[src/rtl/core.sv]
// Shared core types: branch redirect bus, fetch FSM states and the fetch-to-decode payload.
package core;

    localparam int unsigned XLEN  = 32;
    localparam int unsigned CNT_W = 4;

    typedef struct packed {
        logic            is_taken;
        logic [XLEN-1:0] branch_target;
    } br_cntrl_bus_t;

    typedef enum logic [1:0] {
        FS_BOOT,
        FS_RUN,
        FS_SQUASH
    } fetch_state_e;

    typedef struct packed {
        logic [XLEN-1:0] instr;
        logic [XLEN-1:0] pc;
    } if_bus_t;

endpackage

[src/rtl/fetch_fifo.sv]
// Small synchronous FIFO of if_bus_t entries with clear, occupancy count and full/empty flags.
module fetch_fifo
    import core::*;
#(
    parameter int unsigned DEPTH = 2
) (
    input  logic             clk_i,
    input  logic             rst_ni,
    input  logic             clear_i,
    input  logic             push_i,
    input  if_bus_t          data_i,
    input  logic             pop_i,
    output if_bus_t          data_o,
    output logic [CNT_W-1:0] count_o,
    output logic             full_o,
    output logic             empty_o
);

    localparam int unsigned AW = (DEPTH > 1) ? $clog2(DEPTH) : 1;

    if_bus_t          r_mem [DEPTH];
    logic [AW-1:0]    r_wr_ptr;
    logic [AW-1:0]    r_rd_ptr;
    logic [CNT_W-1:0] r_count;
    logic             w_push;
    logic             w_pop;

    function automatic logic [AW-1:0] ptr_inc(input logic [AW-1:0] p);
        return (p == AW'(DEPTH - 1)) ? '0 : p + AW'(1);
    endfunction

    // A push into a full FIFO is accepted only when the head leaves in the same cycle.
    assign empty_o = (r_count == '0);
    assign full_o  = (r_count == CNT_W'(DEPTH));
    assign w_pop   = pop_i & ~empty_o;
    assign w_push  = push_i & (~full_o | w_pop);
    assign data_o  = r_mem[r_rd_ptr];
    assign count_o = r_count;

    always_ff @(posedge clk_i or negedge rst_ni) begin
        if (!rst_ni) begin
            for (int unsigned i = 0; i < DEPTH; i++) begin
                r_mem[i] <= '0;
            end
            r_wr_ptr <= '0;
            r_rd_ptr <= '0;
            r_count  <= '0;
        end else if (clear_i) begin
            r_wr_ptr <= '0;
            r_rd_ptr <= '0;
            r_count  <= '0;
        end else begin
            if (w_push) begin
                r_mem[r_wr_ptr] <= data_i;
                r_wr_ptr        <= ptr_inc(r_wr_ptr);
            end
            if (w_pop) begin
                r_rd_ptr <= ptr_inc(r_rd_ptr);
            end
            if (w_push && !w_pop) begin
                r_count <= r_count + CNT_W'(1);
            end else if (w_pop && !w_push) begin
                r_count <= r_count - CNT_W'(1);
            end
        end
    end

endmodule

[src/rtl/fetch_unit.sv]
// Instruction fetch front end: owns the fetch PC, issues imem requests, buffers responses
// for decode and squashes stale work on a branch redirect.
module fetch_unit
    import core::*;
#(
    parameter logic [31:0] RESET_PC        = 32'h0000_0000,
    parameter int unsigned FIFO_DEPTH      = 2,
    parameter int unsigned MAX_OUTSTANDING = 2
) (
    input  logic          clk_i,
    input  logic          rst_ni,
    input  logic          flush_i,
    input  br_cntrl_bus_t br_bus_i,
    output logic          imem_req_o,
    output logic [31:0]   imem_addr_o,
    input  logic          imem_gnt_i,
    input  logic          imem_rvalid_i,
    input  logic [31:0]   imem_rdata_i,
    output logic          if_valid_o,
    output logic [31:0]   if_instr_o,
    output logic [31:0]   if_pc_o,
    input  logic          if_ready_i
);

    fetch_state_e     r_state;
    fetch_state_e     w_state_nxt;
    logic [31:0]      r_pc;
    logic [CNT_W-1:0] r_outstanding;
    logic [CNT_W-1:0] r_drop;
    logic [CNT_W-1:0] w_out_nxt;
    logic [CNT_W-1:0] w_drop_nxt;
    logic [CNT_W-1:0] w_fifo_count;
    logic [CNT_W-1:0] w_pcq_count;
    logic [CNT_W-1:0] w_occupancy;
    logic             w_req;
    logic             w_grant;
    logic             w_resp;
    logic             w_push;
    logic             w_fifo_empty;
    logic             w_fifo_full;
    logic             w_pcq_empty;
    logic             w_pcq_full;
    if_bus_t          w_fifo_head;
    if_bus_t          w_pcq_head;
    logic             w_unused;

    // Occupancy counts only in-flight requests that will land in the buffer, so every grant has a slot.
    assign w_occupancy = w_fifo_count + (r_outstanding - r_drop);
    assign w_req       = (r_state != FS_BOOT) & ~flush_i
                       & (w_occupancy < CNT_W'(FIFO_DEPTH))
                       & (r_outstanding < CNT_W'(MAX_OUTSTANDING));
    assign w_grant     = w_req & imem_gnt_i;
    assign w_resp      = imem_rvalid_i & (r_outstanding != '0);
    assign w_push      = w_resp & (r_drop == '0) & ~flush_i;

    // On redirect every request still in flight after this cycle is stale.
    always_comb begin
        w_out_nxt  = r_outstanding;
        w_drop_nxt = r_drop;
        if (w_grant && !w_resp) begin
            w_out_nxt = r_outstanding + CNT_W'(1);
        end else if (w_resp && !w_grant) begin
            w_out_nxt = r_outstanding - CNT_W'(1);
        end
        if (flush_i) begin
            w_drop_nxt = w_out_nxt;
        end else if (w_resp && (r_drop != '0)) begin
            w_drop_nxt = r_drop - CNT_W'(1);
        end
    end

    always_ff @(posedge clk_i or negedge rst_ni) begin
        if (!rst_ni) begin
            r_state <= FS_BOOT;
        end else begin
            r_state <= w_state_nxt;
        end
    end

    always_comb begin
        w_state_nxt = r_state;
        case (r_state)
            FS_BOOT:   w_state_nxt = FS_RUN;
            FS_RUN:    w_state_nxt = FS_RUN;
            FS_SQUASH: if (w_drop_nxt == '0) w_state_nxt = FS_RUN;
            default:   w_state_nxt = FS_BOOT;
        endcase
        if (flush_i) begin
            w_state_nxt = (w_drop_nxt != '0) ? FS_SQUASH : FS_RUN;
        end
    end

    always_ff @(posedge clk_i or negedge rst_ni) begin
        if (!rst_ni) begin
            r_pc          <= RESET_PC;
            r_outstanding <= '0;
            r_drop        <= '0;
        end else begin
            if (flush_i) begin
                r_pc <= {br_bus_i.branch_target[31:2], 2'b00};
            end else if (w_grant) begin
                r_pc <= r_pc + 32'd4;
            end
            r_outstanding <= w_out_nxt;
            r_drop        <= w_drop_nxt;
        end
    end

    // Granted addresses in order; stale responses pop it as well, keeping it aligned.
    fetch_fifo #(
        .DEPTH   (MAX_OUTSTANDING)
    ) u_pc_q (
        .clk_i   (clk_i),
        .rst_ni  (rst_ni),
        .clear_i (1'b0),
        .push_i  (w_grant),
        .data_i  ('{instr: 32'h0, pc: r_pc}),
        .pop_i   (w_resp),
        .data_o  (w_pcq_head),
        .count_o (w_pcq_count),
        .full_o  (w_pcq_full),
        .empty_o (w_pcq_empty)
    );

    fetch_fifo #(
        .DEPTH   (FIFO_DEPTH)
    ) u_ibuf (
        .clk_i   (clk_i),
        .rst_ni  (rst_ni),
        .clear_i (flush_i),
        .push_i  (w_push),
        .data_i  ('{instr: imem_rdata_i, pc: w_pcq_head.pc}),
        .pop_i   (if_ready_i),
        .data_o  (w_fifo_head),
        .count_o (w_fifo_count),
        .full_o  (w_fifo_full),
        .empty_o (w_fifo_empty)
    );

    assign imem_req_o  = w_req;
    assign imem_addr_o = r_pc;
    assign if_valid_o  = ~w_fifo_empty;
    assign if_instr_o  = w_fifo_head.instr;
    assign if_pc_o     = w_fifo_head.pc;

    assign w_unused = ^{br_bus_i.is_taken, br_bus_i.branch_target[1:0], w_pcq_head.instr,
                        w_pcq_count, w_pcq_full, w_pcq_empty, w_fifo_full};

    a_rsp_has_req: assert property (@(posedge clk_i) disable iff (!rst_ni)
        imem_rvalid_i |-> (r_outstanding != '0));

endmodule
[config.mk]
export PLATFORM = sky130hd
export DESIGN_NAME = fetch_unit
export DESIGN_NICKNAME = d
export VERILOG_FILES = /design/src/rtl/core.sv /design/src/rtl/fetch_fifo.sv /design/src/rtl/fetch_unit.sv
export SDC_FILE = /design/constraint.sdc
export NUM_CORES = 1
export LEC_CHECK = 0
export ABC_AREA = 1
export CAP_MARGIN = 20
export CORE_MARGIN = 3
export CORE_UTILIZATION = 55
export CTS_BUF_LIST = sky130_fd_sc_hd__clkbuf_2 sky130_fd_sc_hd__clkbuf_4 sky130_fd_sc_hd__clkbuf_8
export CTS_CLUSTER_DIAMETER = 80
export DETAILED_ROUTE_END_ITERATION = 8
export HOLD_SLACK_MARGIN = 0.03
export PLACE_DENSITY = 0.81
export SLEW_MARGIN = 5
export SYNTH_ARGS = -nofsm -noshare
export SYNTH_HDL_FRONTEND = slang
export SYNTH_SLANG_ARGS = --single-unit
export TNS_END_PERCENT = 20
[constraint.sdc]
create_clock -name clk_i -period 5.2 [get_ports clk_i]
set_input_delay 1.04 -clock clk_i [delete_from_list [all_inputs] [get_ports clk_i]]
set_output_delay 1.04 -clock clk_i [all_outputs]
set_load 0.05 [all_outputs]
==> results.md, run 1 <==
- completed — run status
- 864 ps — Least-Margin Pin Slew
- 9071 — routed via count
- 161 — quantity of I/O buffers inserted on ports
- 21 — number of cells on the worst reg-to-reg path
- 0 — final number of setup-violating endpoints
- 643 — first-iteration detailed-routing DRC count
- 77.2% — ratio of final minimum period to clock period
- 5910 µm² — sequential standard cell area
- 24.2 ps — Worst Skew
- 15.1 µm — detailed-route wire length per cell
- 0.961 — final weighted congestion in routability-driven placement
- 150 µm — Die Height
- 0 — number of antenna violations at the first check in global routing
- 1900 µm — wire length on met3
- 169 — number of top-level pins
- 0.000387 V — highest ir drop seen on vdd
- 0 — DRC violations left
- 0 — number of enable flip-flop cells after synthesis
- register — startpoint kind of the worst setup timing path
- 5.25 — ratio of routed vias to standard cells
- 0 — number of buffers inserted for hold repair after clock tree synthesis
- 2 — CTS H-tree lvls
- 0 — number of gates resized after cts
- 0 — number of pins exceeding their max-slew limit in the final report
- u_pc_q.count_o[3]$_DFFE_PN0P_ — Min-Delay Startpoint
- sky130_fd_sc_hd__nand2_1 — most common cell after layout, fill and taps aside
- 56.2% — effective utilization at floorplan
- 0 — post-route ant nets
- 236 — sink count of the clock tree
- 150 µm — width of the chip
- 69.0% — Layout Utilization
- 12000 µm — met1 WL
- 0 ps — Final TNS setup
- 11400 µm² — Mapped Area
- 0 — Hold Vio Cnt, Final
- u_pc_q.count_o[3]$_DFFE_PN0P_ — hold-critical path endpoint
- 1572 — Fill cells
- 634 nW/µm² — power density of the placed cells
- 540 ps — clock latency of the later-clocked register in the worst-skew pair
- 60 ps — clock edge transition at the registers on the reported setup and hold paths
- 20300 µm² — core region area
- 52 — num rows
- 11700 µm — Routed met2 length
- 26100 µm — routed wire length
- 42.4% — tightest slew margin relative to the limit
- sky130_fd_sc_hd__clkbuf_8 — root buffer selected by CTS
- r_outstanding[1]$_DFF_PN0_ — Worst R2R Start
- 249 MHz — fmax
- 236 — FF+latch count, synth
- 1280 — cell count after synthesis
- 22500 µm² — floorplan die area
- 0 — sum of overflow across all layers after global routing
- 110 — maximum number of pins on one net before global-route repair
- 1729 — Non-Filler Instances
- sky130_fd_sc_hd__dfrtp_1 — top_reg_cell synth
- 321 x sky130_fd_sc_hd__nand2_1, 235 x sky130_fd_sc_hd__dfrtp_1, 191 x sky130_fd_sc_hd__o21ai_0 — commonest cells after routing, fill and taps aside
- 23.4% — all-layer global routing usage
- 4630 µm² — area used by multi-input combinational logic
- primary output — Worst setup EP type
- 3 — number of buffers on the longest clock path
- 51.8% — sequential element share of the synthesized area
- 6.47 nW — leakage
- 43000 µm — wire length of the first global-routing pass
- false — RSZ-0062 raised after global routing
- 0 — post-CTS repair timing setup buffer count
- 39 — cts bufs inserted
- 2970 ps — Arrival @ worst endpoint
- 8.91 µm² — synthesized area per cell
- 22.7% — area overhead of the layout relative to synthesis
- met4 — top routing layer in use
- done — TritonCTS clock tree
- reg2out — worst setup path class
- 1658 — cell count after placement
- 41 — post-synth cell types
- u_pc_q.count_o[3]$_DFFE_PN0P_ — worst reg2reg path endpoint
- 0 — Synth Warn #
- 17600 µm — half-perimeter wire length after detailed placement
- 8842 — via count of the first global-routing pass
- reg2reg — Worst Hold Class
- 4160 ps — Required @ worst endpoint
- 5 — Pre-Repair DR Iteration Count
- 1519 — Net count, final
- 1310 ps — internal reg-to-reg setup slack
- 1 — WHS Path Cells
- 8.88 mW — Total Power Consumption
- 100% — Post-synth ARST share
- 4010 ps — final period demand of the worst path
- 0 — Antenna Diode Count
- 4 — highest fanout seen on the critical path
- 10.9% — share of final-layout standard cells stronger than drive strength 1
- 0 — maxcap violations
-- flip-flops by register name (all words and copies together) (netlist names) --
name	flops
u_pc_q.count_o	4
u_ibuf.r_rd_ptr	1
u_ibuf.r_wr_ptr	1
u_pc_q.r_mem	60
imem_addr_o	30
r_outstanding	4
r_state	2
r_drop	4
u_ibuf.count_o	4
u_ibuf.r_mem	124
u_pc_q.r_wr_ptr	1
u_pc_q.r_rd_ptr	1
-- power breakdown --
part	internal (mW)	leakage (nW)	switching (mW)
Clock	0.973	0.441	0.735
Combinational	1.43	3.14	2.76
Sequential	2.55	2.89	0.435
-- through the flow --
step	setup WS, ps	area (µm²)	hold slack (ps)
3_5_place_dp	1350	13100	461
2_1_floorplan	1510	11400	442
5_1_grt	940	14000	490
3_3_place_gp	1370	13100	463
4_1_cts	1150	14000	476
6_report	1190	14000	478
-- cells in the mapped netlist (all sizes together) (13+ instances only) --
cell | count | area [µm²]
o211ai | 17 | 128
o21ai | 192 | 961
a21oi | 26 | 130
ha | 13 | 163
inv | 151 | 567
dfrtp | 236 | 5910
xor2 | 36 | 315
clkbuf | 33 | 124
nor2 | 62 | 274
nand2 | 322 | 1220
buf | 33 | 203
mux2 | 69 | 777
nand3 | 33 | 180
-- area by class of cell --
| cell class | count | area share [%] |
|---|---|---|
| tap | 270 | 2.41 |
| timing repair buffer | 172 | 12.3 |
| clock inverter | 5 | 0.241 |
| sequential | 236 | 42.2 |
| clock buffer | 65 | 5.72 |
| multi-input combinational | 829 | 33.1 |
| inverter | 152 | 4.07 |
-- critical path, stage by stage (launching register included) --
cell,delay (ps)
sky130_fd_sc_hd__dfrtp_1,390
sky130_fd_sc_hd__inv_1,110
sky130_fd_sc_hd__fa_1,540
sky130_fd_sc_hd__inv_1,60
sky130_fd_sc_hd__fa_1,460
sky130_fd_sc_hd__nor2_1,100
sky130_fd_sc_hd__nand2_1,60
sky130_fd_sc_hd__nor3_2,290
sky130_fd_sc_hd__nand3_2,150
sky130_fd_sc_hd__inv_1,80
sky130_fd_sc_hd__buf_4,190
-- logic make-up (layout without fill, tap and decap cells) --
family,count (synthesis),after routing,share of synthesized area [%]
multiplexers,69,69,6.81
flip-flops,236,236,51.8
other,1,4,0.0329
XOR/XNOR,42,42,3.22
buffers and inverters,218,394,7.86
adder cells (fa/ha/maj),18,18,2.30
AND/OR/NAND/NOR,447,447,16.4
AO/OA/AOI/OAI,249,249,11.7
-- layer usage --
layer	global-route usage, %	up-vias
met4	6.82	0
li1	-	4432
met1	34.1	4283
met2	35.4	316
met3	5.30	40
met5	0	-
-- worst max-delay path by stage --
stage,from,end,cells past startpoint
after global placement,r_outstanding[1]$_DFF_PN0_,u_pc_q.count_o[3]$_DFFE_PN0P_,21
final,r_outstanding[1]$_DFF_PN0_,imem_req_o,10
after floorplan,r_outstanding[1]$_DFF_PN0_,u_pc_q.count_o[3]$_DFFE_PN0P_,21
after detailed placement,r_outstanding[1]$_DFF_PN0_,u_pc_q.count_o[3]$_DFFE_PN0P_,21
after global routing,r_outstanding[1]$_DFF_PN0_,u_pc_q.count_o[3]$_DFFE_PN0P_,20
after CTS,r_outstanding[1]$_DFF_PN0_,imem_req_o,10
Power figures use the tool's default switching activity.
==> inputs of run 2 (changes only) <==
--- a/config.mk
+++ b/config.mk
@@ -8,12 +8,12 @@
 export ABC_AREA = 1
 export CAP_MARGIN = 20
 export CORE_MARGIN = 3
-export CORE_UTILIZATION = 55
+export CORE_UTILIZATION = 51
 export CTS_BUF_LIST = sky130_fd_sc_hd__clkbuf_2 sky130_fd_sc_hd__clkbuf_4 sky130_fd_sc_hd__clkbuf_8
 export CTS_CLUSTER_DIAMETER = 80
 export DETAILED_ROUTE_END_ITERATION = 8
 export HOLD_SLACK_MARGIN = 0.03
-export PLACE_DENSITY = 0.81
+export PLACE_DENSITY = 0.79
 export SLEW_MARGIN = 5
 export SYNTH_ARGS = -nofsm -noshare
 export SYNTH_HDL_FRONTEND = slang
==> constraint.sdc (replaced) <==
create_clock -name clk_i -period 3.3 [get_ports clk_i]
set_input_delay 0.66 -clock clk_i [delete_from_list [all_inputs] [get_ports clk_i]]
set_output_delay 0.66 -clock clk_i [all_outputs]
set_load 0.05 [all_outputs]
==> run 2 against run 1 <==
Net effect:
- the run now ends with negative setup slack left
- design area grew 2.8%
- clock power grew 64%
- largest cell class unchanged
- cell count grew 2.0%
- combinational power grew 66%
- utilization shrank 3.2 points
==> results.md, run 2 (same netlist as run 1, synthesis figures left out) <==
- finished with violations — run status
- negative setup slack — violated checks
- u_ibuf.r_mem — Biggest register
- 2 — highest fanout seen on the critical path, -2
- 30.7 ps — Worst Skew, +6.50 ps
- 21900 µm² — core region area, +7.8%
- 108 — maximum number of pins on one net before global-route repair, -1.8%
- 14400 µm² — Finished Cell Area, +2.8%
- 0.000726 V — highest ir drop seen on vdd, +88%
- 156 µm — Die Height, +3.7%
- 321 x sky130_fd_sc_hd__nand2_1, 235 x sky130_fd_sc_hd__dfrtp_1, 191 x sky130_fd_sc_hd__o21ai_0 — commonest cells after routing, fill and taps aside
- 156 µm — width of the chip, +3.7%
- 1689 — cell count after placement, +1.9%
- inv_2 > fa_1 > inv_2 > fa_2 > nor2_1 > nand2_1 > nor3_2 > nand3_2 > inv_2 > buf_12 — chain of cells forming the critical path
- 52.1% — effective utilization at floorplan, -4.1 points
- 2 — CTS H-tree lvls, unchanged
- 60 ps — clock edge transition at the registers on the reported setup and hold paths, about the same
- 54.4% — tightest slew margin relative to the limit, +12 points
- 540 ps — clock latency of the later-clocked register in the worst-skew pair, about the same
- 0 — post-route ant nets, unchanged
- 15.5 µm — detailed-route wire length per cell, +2.8%
- 6.32 mW — net switching power of the design, +61%
- 48.1% — relative contribution of combinational cells to total power, +1.0 points
- 54 — num rows, +3.8%
- 24200 µm² — floorplan die area, +7.5%
- 13500 µm² — post-place instance area, +2.5%
- met2 — busiest layer in global routing
- 18500 µm — half-perimeter wire length after detailed placement, +5.3%
- sky130_fd_sc_hd__clkbuf_8 — root buffer selected by CTS
- 683 ps — Least-Margin Pin Slew, -181 ps
- 14.4 mW — Total Power Consumption, +63%
- 0 — sum of overflow across all layers after global routing, unchanged
- 44600 µm — wire length of the first global-routing pass, +3.5%
- 5 — Pre-Repair DR Iteration Count, unchanged
- 2750 ps — Arrival @ worst endpoint, -220 ps
- 1754 — Fill cells, +12%
- 3.72% — GR met3 Demand/Resource, -1.6 points
- 0 — DRC violations left, unchanged
- 34.8% — met2 Use GR, -0.63 points
- true — RSZ-0062 raised after global routing
- 103% — ratio of final minimum period to clock period
- 1544 — Net count, final, +1.6%
- 32.5% — fraction of power consumed by sequential logic, -1.1 points
- 9177 — routed via count, +1.2%
- 0.853 — final weighted congestion in routability-driven placement, -11%
- 0 — number of buffers inserted for hold repair after clock tree synthesis, unchanged
- 41 — cts bufs inserted, +5.1%
- 0 — number of antenna violations at the first check in global routing, unchanged
- -27.8 ps — post-placement worst setup slack, -1380 ps
- 161 — quantity of I/O buffers inserted on ports, unchanged
- 32.7% — met1 usage, -1.4 points
- in2async — Worst Hold Class
- 0 — Antenna Diode Count, unchanged
- 2 — final number of setup-violating endpoints, +2
- 1000 nW/µm² — power density of the placed cells, +58%
- -113 ps — smallest setup slack after layout, -1300 ps
- 43.8% — switching share of power, -0.45 points
- 5910 µm² — sequential standard cell area, unchanged
- 236 — sink count of the clock tree, unchanged
- 124 — number of flip-flops in the largest register, unchanged
- 3 — number of buffers on the longest clock path, unchanged
- 1764 — Non-Filler Instances, +2.0%
- sky130_fd_sc_hd__fa_1 — worst-path cell with the longest stage delay
- 293 MHz — fmax
- 8.12 mW — cell-internal power, +64%
- 65.7% — Layout Utilization, -3.2 points
- 19.4% — clock network fraction of design power, +0.2 points
- 659 — first-iteration detailed-routing DRC count, +2.5%
- 4 — Buf/Inv on CP, unchanged
- 27400 µm — routed wire length, +4.9%
- 4690 µm² — area used by multi-input combinational logic, +1.4%
- adder cells — Top delay family on crit path
- sky130_fd_sc_hd__inv_2 — crit-path most repeated cell
- 6.65 nW — leakage, +2.8%
- register — startpoint kind of the worst setup timing path
- 2640 ps — Required @ worst endpoint, -1520 ps
- 8862 — via count of the first global-routing pass, +0.23%
- sky130_fd_sc_hd__nand2_1 — most common cell after layout, fill and taps aside
- primary output — Worst setup EP type
- 0 — Hold Vio Cnt, Final, unchanged
- 13.7% — share of final-layout standard cells stronger than drive strength 1, +2.8 points
- 26.1% — area overhead of the layout relative to synthesis
- 540 ps — peak per-stage delay on the critical path, about the same
- 22.3% — all-layer global routing usage, -1.1 points
- 0 — number of pins exceeding their max-slew limit in the final report, unchanged
- reg2out — worst setup path class
- 3410 ps — final period demand of the worst path
- 5.20 — ratio of routed vias to standard cells, -0.84%
- 169 — number of top-level pins, unchanged
- done — TritonCTS clock tree
- 0 — maxcap violations, unchanged
## run 2: layout make-up
cell class,count,share of cell area [%]
Tap cell,280,2.43
Clock buffer,67,5.67
Timing Repair Buffer,195,13.9
Multi-Input combinational cell,829,32.6
Inverter,152,3.98
Sequential cell,236,41.1
Clock inverter,5,0.365
## run 2: per-stage QoR
step	TNS, ps	hold slack (ps)
2_1_floorplan	-162	364
3_3_place_gp	0	465
3_5_place_dp	-27.8	467
4_1_cts	-154	128
5_1_grt	-606	143
6_report	-190	114
## run 2: timing repair
item	4_1_cts	5_1_grt
endpoints found under the setup margin	2	31
setup buffers	0	3
resized for setup	1	3
pin swaps	0	5
## run 2: power by group through the flow
stage	registers, mW	clock network [mW]	logic (mW)
3_5_place_dp	4.75	0	6.86
4_1_cts	4.70	2.86	6.89
2_1_floorplan	4.72	0	4.67
6_report	4.69	2.80	6.95
3_3_place_gp	4.68	0	6.67
5_1_grt	4.82	2.98	7.55
## run 2: layer usage
layer | wire [µm] | vias to the layer above
met2 | 12600 | 289
met5 | 0 | -
met3 | 1610 | 40
met1 | 12600 | 4365
met4 | 499 | 0
li1 | - | 4483
## run 2: path summary, 6_finish.rpt
check                                                   start                       endpoint  slack (ps)  cells past startpoint
worst max-delay path            u_ibuf.count_o[1]$_DFFE_PN0P_                     imem_req_o        -110                     10
min in group clk_i              u_pc_q.count_o[3]$_DFFE_PN0P_  u_pc_q.count_o[3]$_DFFE_PN0P_         470                      1
worst max register to register  u_ibuf.count_o[1]$_DFFE_PN0P_  u_pc_q.count_o[3]$_DFFE_PN0P_         -80                     21
worst min register to register  u_pc_q.count_o[3]$_DFFE_PN0P_  u_pc_q.count_o[3]$_DFFE_PN0P_         470                      1
worst min-delay path                                   rst_ni   u_ibuf.r_mem[32]$_DFFE_PN0P_         110                      1
max in group asynchronous                              rst_ni   u_ibuf.r_mem[72]$_DFFE_PN0P_        2300                      2
## run 2: worst register-to-register path, cell delays in order (launching register included)
cell	delay [ps]
sky130_fd_sc_hd__dfrtp_1	370
sky130_fd_sc_hd__inv_2	70
sky130_fd_sc_hd__fa_1	540
sky130_fd_sc_hd__inv_2	50
sky130_fd_sc_hd__fa_2	400
sky130_fd_sc_hd__nor2_1	110
sky130_fd_sc_hd__nand2_1	80
sky130_fd_sc_hd__nor3_2	230
sky130_fd_sc_hd__nand3_2	140
sky130_fd_sc_hd__nor2_4	130
sky130_fd_sc_hd__nand2_4	60
sky130_fd_sc_hd__inv_2	60
sky130_fd_sc_hd__ha_4	130
sky130_fd_sc_hd__inv_4	50
sky130_fd_sc_hd__ha_4	220
sky130_fd_sc_hd__nand2_1	60
sky130_fd_sc_hd__nor2_1	40
sky130_fd_sc_hd__a211oi_2	180
sky130_fd_sc_hd__nand2_1	80
sky130_fd_sc_hd__nand2_1	80
sky130_fd_sc_hd__nor2_2	40
sky130_fd_sc_hd__xor2_1	130
==> inputs of run 3 (changes only) <==
--- a/config.mk
+++ b/config.mk
@@ -5,13 +5,13 @@
 export SDC_FILE = /design/constraint.sdc
 export NUM_CORES = 1
 export LEC_CHECK = 0
-export ABC_AREA = 1
 export CAP_MARGIN = 20
 export CORE_MARGIN = 3
 export CORE_UTILIZATION = 51
 export CTS_BUF_LIST = sky130_fd_sc_hd__clkbuf_2 sky130_fd_sc_hd__clkbuf_4 sky130_fd_sc_hd__clkbuf_8
 export CTS_CLUSTER_DIAMETER = 80
 export DETAILED_ROUTE_END_ITERATION = 8
+export GPL_TIMING_DRIVEN = 0
 export HOLD_SLACK_MARGIN = 0.03
 export PLACE_DENSITY = 0.79
 export SLEW_MARGIN = 5
==> run 3 against run 2 <==
Net effect:
- the flow still finishes with violations (negative setup slack)
- total power shrank 0.73%
- fmax decreased by 5.7%
- setup slack lost 210 ps
- critical path type is now reg2reg
- highest routed layer unchanged
- via count down 9.3%
==> results.md, run 3 <==
- finished with violations — run status
- negative setup slack — violated checks
- 21400 µm² — core region area, -2.5%
- 27.2% — share of final-layout standard cells stronger than drive strength 1, +13 points
- 235 x sky130_fd_sc_hd__dfrtp_1, 158 x sky130_fd_sc_hd__clkdlybuf4s50_1, 154 x sky130_fd_sc_hd__mux2_2 — commonest cells after routing, fill and taps aside
- 0 — number of antenna violations at the first check in global routing, unchanged
- 38.3% — tightest slew margin relative to the limit, -16 points
- 6.76 nW — leakage, +1.5%
- 0 — Synth Warn #, unchanged
- met4 — top routing layer in use
- 1388 — cell count after placement, -18%
- 12600 µm — met1 WL, unchanged
- 13900 µm — Routed met2 length, +9.9%
- done — TritonCTS clock tree
- -321 ps — smallest setup slack after layout, -208 ps
- 13300 µm² — post-place instance area, -1.1%
- 236 x sky130_fd_sc_hd__dfrtp_1, 154 x sky130_fd_sc_hd__mux2_2, 83 x sky130_fd_sc_hd__nor2_1 — synth cell count leaders
- 23.9% — all-layer global routing usage, +1.5 points
- 0 — post-route ant nets, unchanged
- 14.3 mW — Total Power Consumption, -0.73%
- 518 — first-iteration detailed-routing DRC count, -21%
- 169 — number of top-level pins, unchanged
- 46000 µm — wire length of the first global-routing pass, +3.3%
- 0.000744 V — highest ir drop seen on vdd, +2.4%
- sky130_fd_sc_hd__clkbuf_8 — root buffer selected by CTS
- sky130_fd_sc_hd__dfrtp_1 — most common cell after layout, fill and taps aside
- multiplexers — combinational family with the most area after synthesis
- 0 — Antenna Diode Count, unchanged
- 913 ps — Least-Margin Pin Slew, +230 ps
- r_outstanding[1]$_DFF_PN0_ — Worst R2R Start
- 947 — cell count after synthesis, -26%
- 0 — sum of overflow across all layers after global routing, unchanged
- 2 — CTS H-tree lvls, unchanged
- 1265 — Net count, final, -18%
- 110% — ratio of final minimum period to clock period, +6.3 points
- true — RSZ-0062 raised after global routing
- 0 — Hold Vio Cnt, Final, unchanged
- 40 — cts bufs inserted, -2.4%
- reg2reg — Worst Hold Class
- 2.33% — Synth Area in Adders, +0.031 points
- sky130_fd_sc_hd__dfrtp_1 52%, sky130_fd_sc_hd__mux2_2 15%, sky130_fd_sc_hd__mux2_1 3.3% — top area cells in the synthesized netlist
- 28.5 ps — Worst Skew, -2.22 ps
- 8583 — via count of the first global-routing pass, -3.1%
- 236 — FF+latch count, synth, unchanged
- 52.7% — effective utilization at floorplan, +0.60 points
- 4080 ps — Arrival @ worst endpoint, +1330 ps
- 1 — WHS Path Cells
- 155 µm — width of the chip, -0.64%
- 1482 — Non-Filler Instances, -16%
- u_ibuf.r_mem — Biggest register
- -320 ps — internal reg-to-reg setup slack, -240 ps
- reg2reg — worst setup path class
- 14500 µm² — Finished Cell Area, +0.86%
- u_pc_q.count_o[3]$_DFFE_PN0P_ — worst reg2reg path endpoint
- 8326 — routed via count, -9.3%
- 3760 ps — Required @ worst endpoint, +1120 ps
- 3 — highest fanout seen on the critical path, +1
- 5.62 — ratio of routed vias to standard cells, +8.0%
- -5420 ps — Final TNS setup, -5230 ps
- 11300 µm² — Mapped Area, -1.3%
- sky130_fd_sc_hd__dfrtp_1 — most common cell in the netlist
- u_pc_q.r_mem[13]$_DFFE_PN0P_ — hold-critical path endpoint
- 28.9% — area overhead of the layout relative to synthesis
- 2.61% — xor/xnor cell area share of the yosys netlist, -0.61 points
- 52.5% — sequential element share of the synthesized area, +0.70 points
- 124 — number of flip-flops in the largest register, unchanged
- 484 ps — Fin Hold WS, +370 ps
- 1600 µm — wire length on met3, -0.62%
- 63 — post-synth cell types, +54%
- 100% — Post-synth ARST share, unchanged
- 28600 µm — routed wire length, +4.6%
- sky130_fd_sc_hd__dfrtp_1 — top_reg_cell synth
- 3 — number of buffers on the longest clock path, unchanged
- 9.17% — simple-gate share of the synthesized area, -7.2 points
- 161 — quantity of I/O buffers inserted on ports, unchanged
- 0 — DRC violations left, unchanged
- u_pc_q.r_mem[13]$_DFFE_PN0P_ — Min-Delay Startpoint
- 0 — number of enable flip-flop cells after synthesis, unchanged
- 19.3 µm — detailed-route wire length per cell, +24%
- 0 — number of pins exceeding their max-slew limit in the final report, unchanged
- 21.6% — multiplexer share of the synthesized area, +15 points
- 20000 µm — half-perimeter wire length after detailed placement, +8.0%
- 11.9 µm² — synthesized area per cell, +33%
- 0.887 — final weighted congestion in routability-driven placement, +4.0%
- 988 nW/µm² — power density of the placed cells, -1.6%
- 0 — maxcap violations, unchanged
- 49 — final number of setup-violating endpoints, +47
- 17 — number of cells on the worst reg-to-reg path, -19%
- 52.5% — portion of synthesized cell area occupied by the leading cell type, +0.70 points
- 276 MHz — fmax, -5.7%
- register — Worst setup EP type
- 155 µm — Die Height, -0.64%
- 68.0% — Layout Utilization, +2.2 points
- 3620 ps — final period demand of the worst path, +208 ps
- 8.56% — share of the synthesized area in compound gates (AO/OA/AOI/OAI), -3.1 points
- 236 — sink count of the clock tree, unchanged
- 53 — num rows, -1.9%
- 23900 µm² — floorplan die area, -1.3%
- 70 ps — clock edge transition at the registers on the reported setup and hold paths, about the same
- register — startpoint kind of the worst setup timing path
- 4 — Pre-Repair DR Iteration Count, -1
- 550 ps — clock latency of the later-clocked register in the worst-skew pair, about the same
- -532 ps — post-placement worst setup slack, -504 ps
- 108 — maximum number of pins on one net before global-route repair, unchanged
- sky130_fd_sc_hd__dfrtp_1 — area leader, netlist
## run 3: final cells by class
cell class	instances	area [µm²]
Timing Repair Buffer	185	1850
Fill cell	1567	6840
Sequential cell	236	5910
Clock buffer	65	813
Inverter	21	86.3
Tap cell	275	344
Clock inverter	8	57.6
Buffer	57	318
Multi-Input combinational cell	635	5140
## run 3: what timing repair did
action                     in CTS  in global routing
hold buffers                    1                  0
setup buffers                  12                  8
setup endpoints to repair     149                104
pin swaps                       9                  5
gates resized for setup        35                 19
cloned                          1                  0
hold endpoints to repair       26                  0
## run 3: report_power, final
part,total [mW],internal [mW],switching [mW]
combinational,7.31,3.01,4.30
sequential,4.28,3.72,0.565
clock,2.75,1.57,1.17
total,14.3,8.30,6.04
## run 3: cell families after synthesis
group,count (synthesis)
AND/OR/NAND/NOR,209
buffers and inverters,79
adder cells (fa/ha/maj),18
multiplexers,220
flip-flops,236
AO/OA/AOI/OAI,153
XOR/XNOR,31
other,1
## run 3: worst max-delay path by stage
| stage | from | to | slack [ps] | cells after the start |
|---|---|---|---|---|
| 2_1_floorplan | u_ibuf.count_o[1]$_DFFE_PN0P_ | u_pc_q.count_o[3]$_DFFE_PN0P_ | -60 | 16 |
| 3_3_place_gp | rst_ni | r_drop[2]$_DFF_PN0_ | -8160 | 1 |
| 3_5_place_dp | u_ibuf.count_o[1]$_DFFE_PN0P_ | u_pc_q.r_mem[79]$_DFFE_PN0P_ | -530 | 12 |
| 4_1_cts | r_outstanding[1]$_DFF_PN0_ | u_pc_q.count_o[3]$_DFFE_PN0P_ | -240 | 17 |
| 5_1_grt | r_outstanding[1]$_DFF_PN0_ | u_pc_q.count_o[3]$_DFFE_PN0P_ | -410 | 17 |
| 6_report | r_outstanding[1]$_DFF_PN0_ | u_pc_q.count_o[3]$_DFFE_PN0P_ | -320 | 17 |
## run 3: critical path, cell delays in order (launching register included)
cell	delay [ps]
sky130_fd_sc_hd__dfrtp_1	360
sky130_fd_sc_hd__clkbuf_8	150
sky130_fd_sc_hd__inv_6	30
sky130_fd_sc_hd__fa_1	490
sky130_fd_sc_hd__inv_2	50
sky130_fd_sc_hd__fa_1	460
sky130_fd_sc_hd__nor3_2	160
sky130_fd_sc_hd__o2111a_2	260
sky130_fd_sc_hd__nand2_4	70
sky130_fd_sc_hd__nor3_4	230
sky130_fd_sc_hd__ha_4	180
sky130_fd_sc_hd__inv_4	50
sky130_fd_sc_hd__ha_4	200
sky130_fd_sc_hd__a21o_1	160
sky130_fd_sc_hd__a21oi_2	190
sky130_fd_sc_hd__xnor2_2	110
sky130_fd_sc_hd__nor2_1	190
sky130_fd_sc_hd__xor2_1	200
## run 3: routing by layer
metal  track usage [%]  up-vias
met2              39.4      258
met4              5.72        0
met1              33.4     4187
li1                  -     3834
met5                 0        -
met3              4.00       47
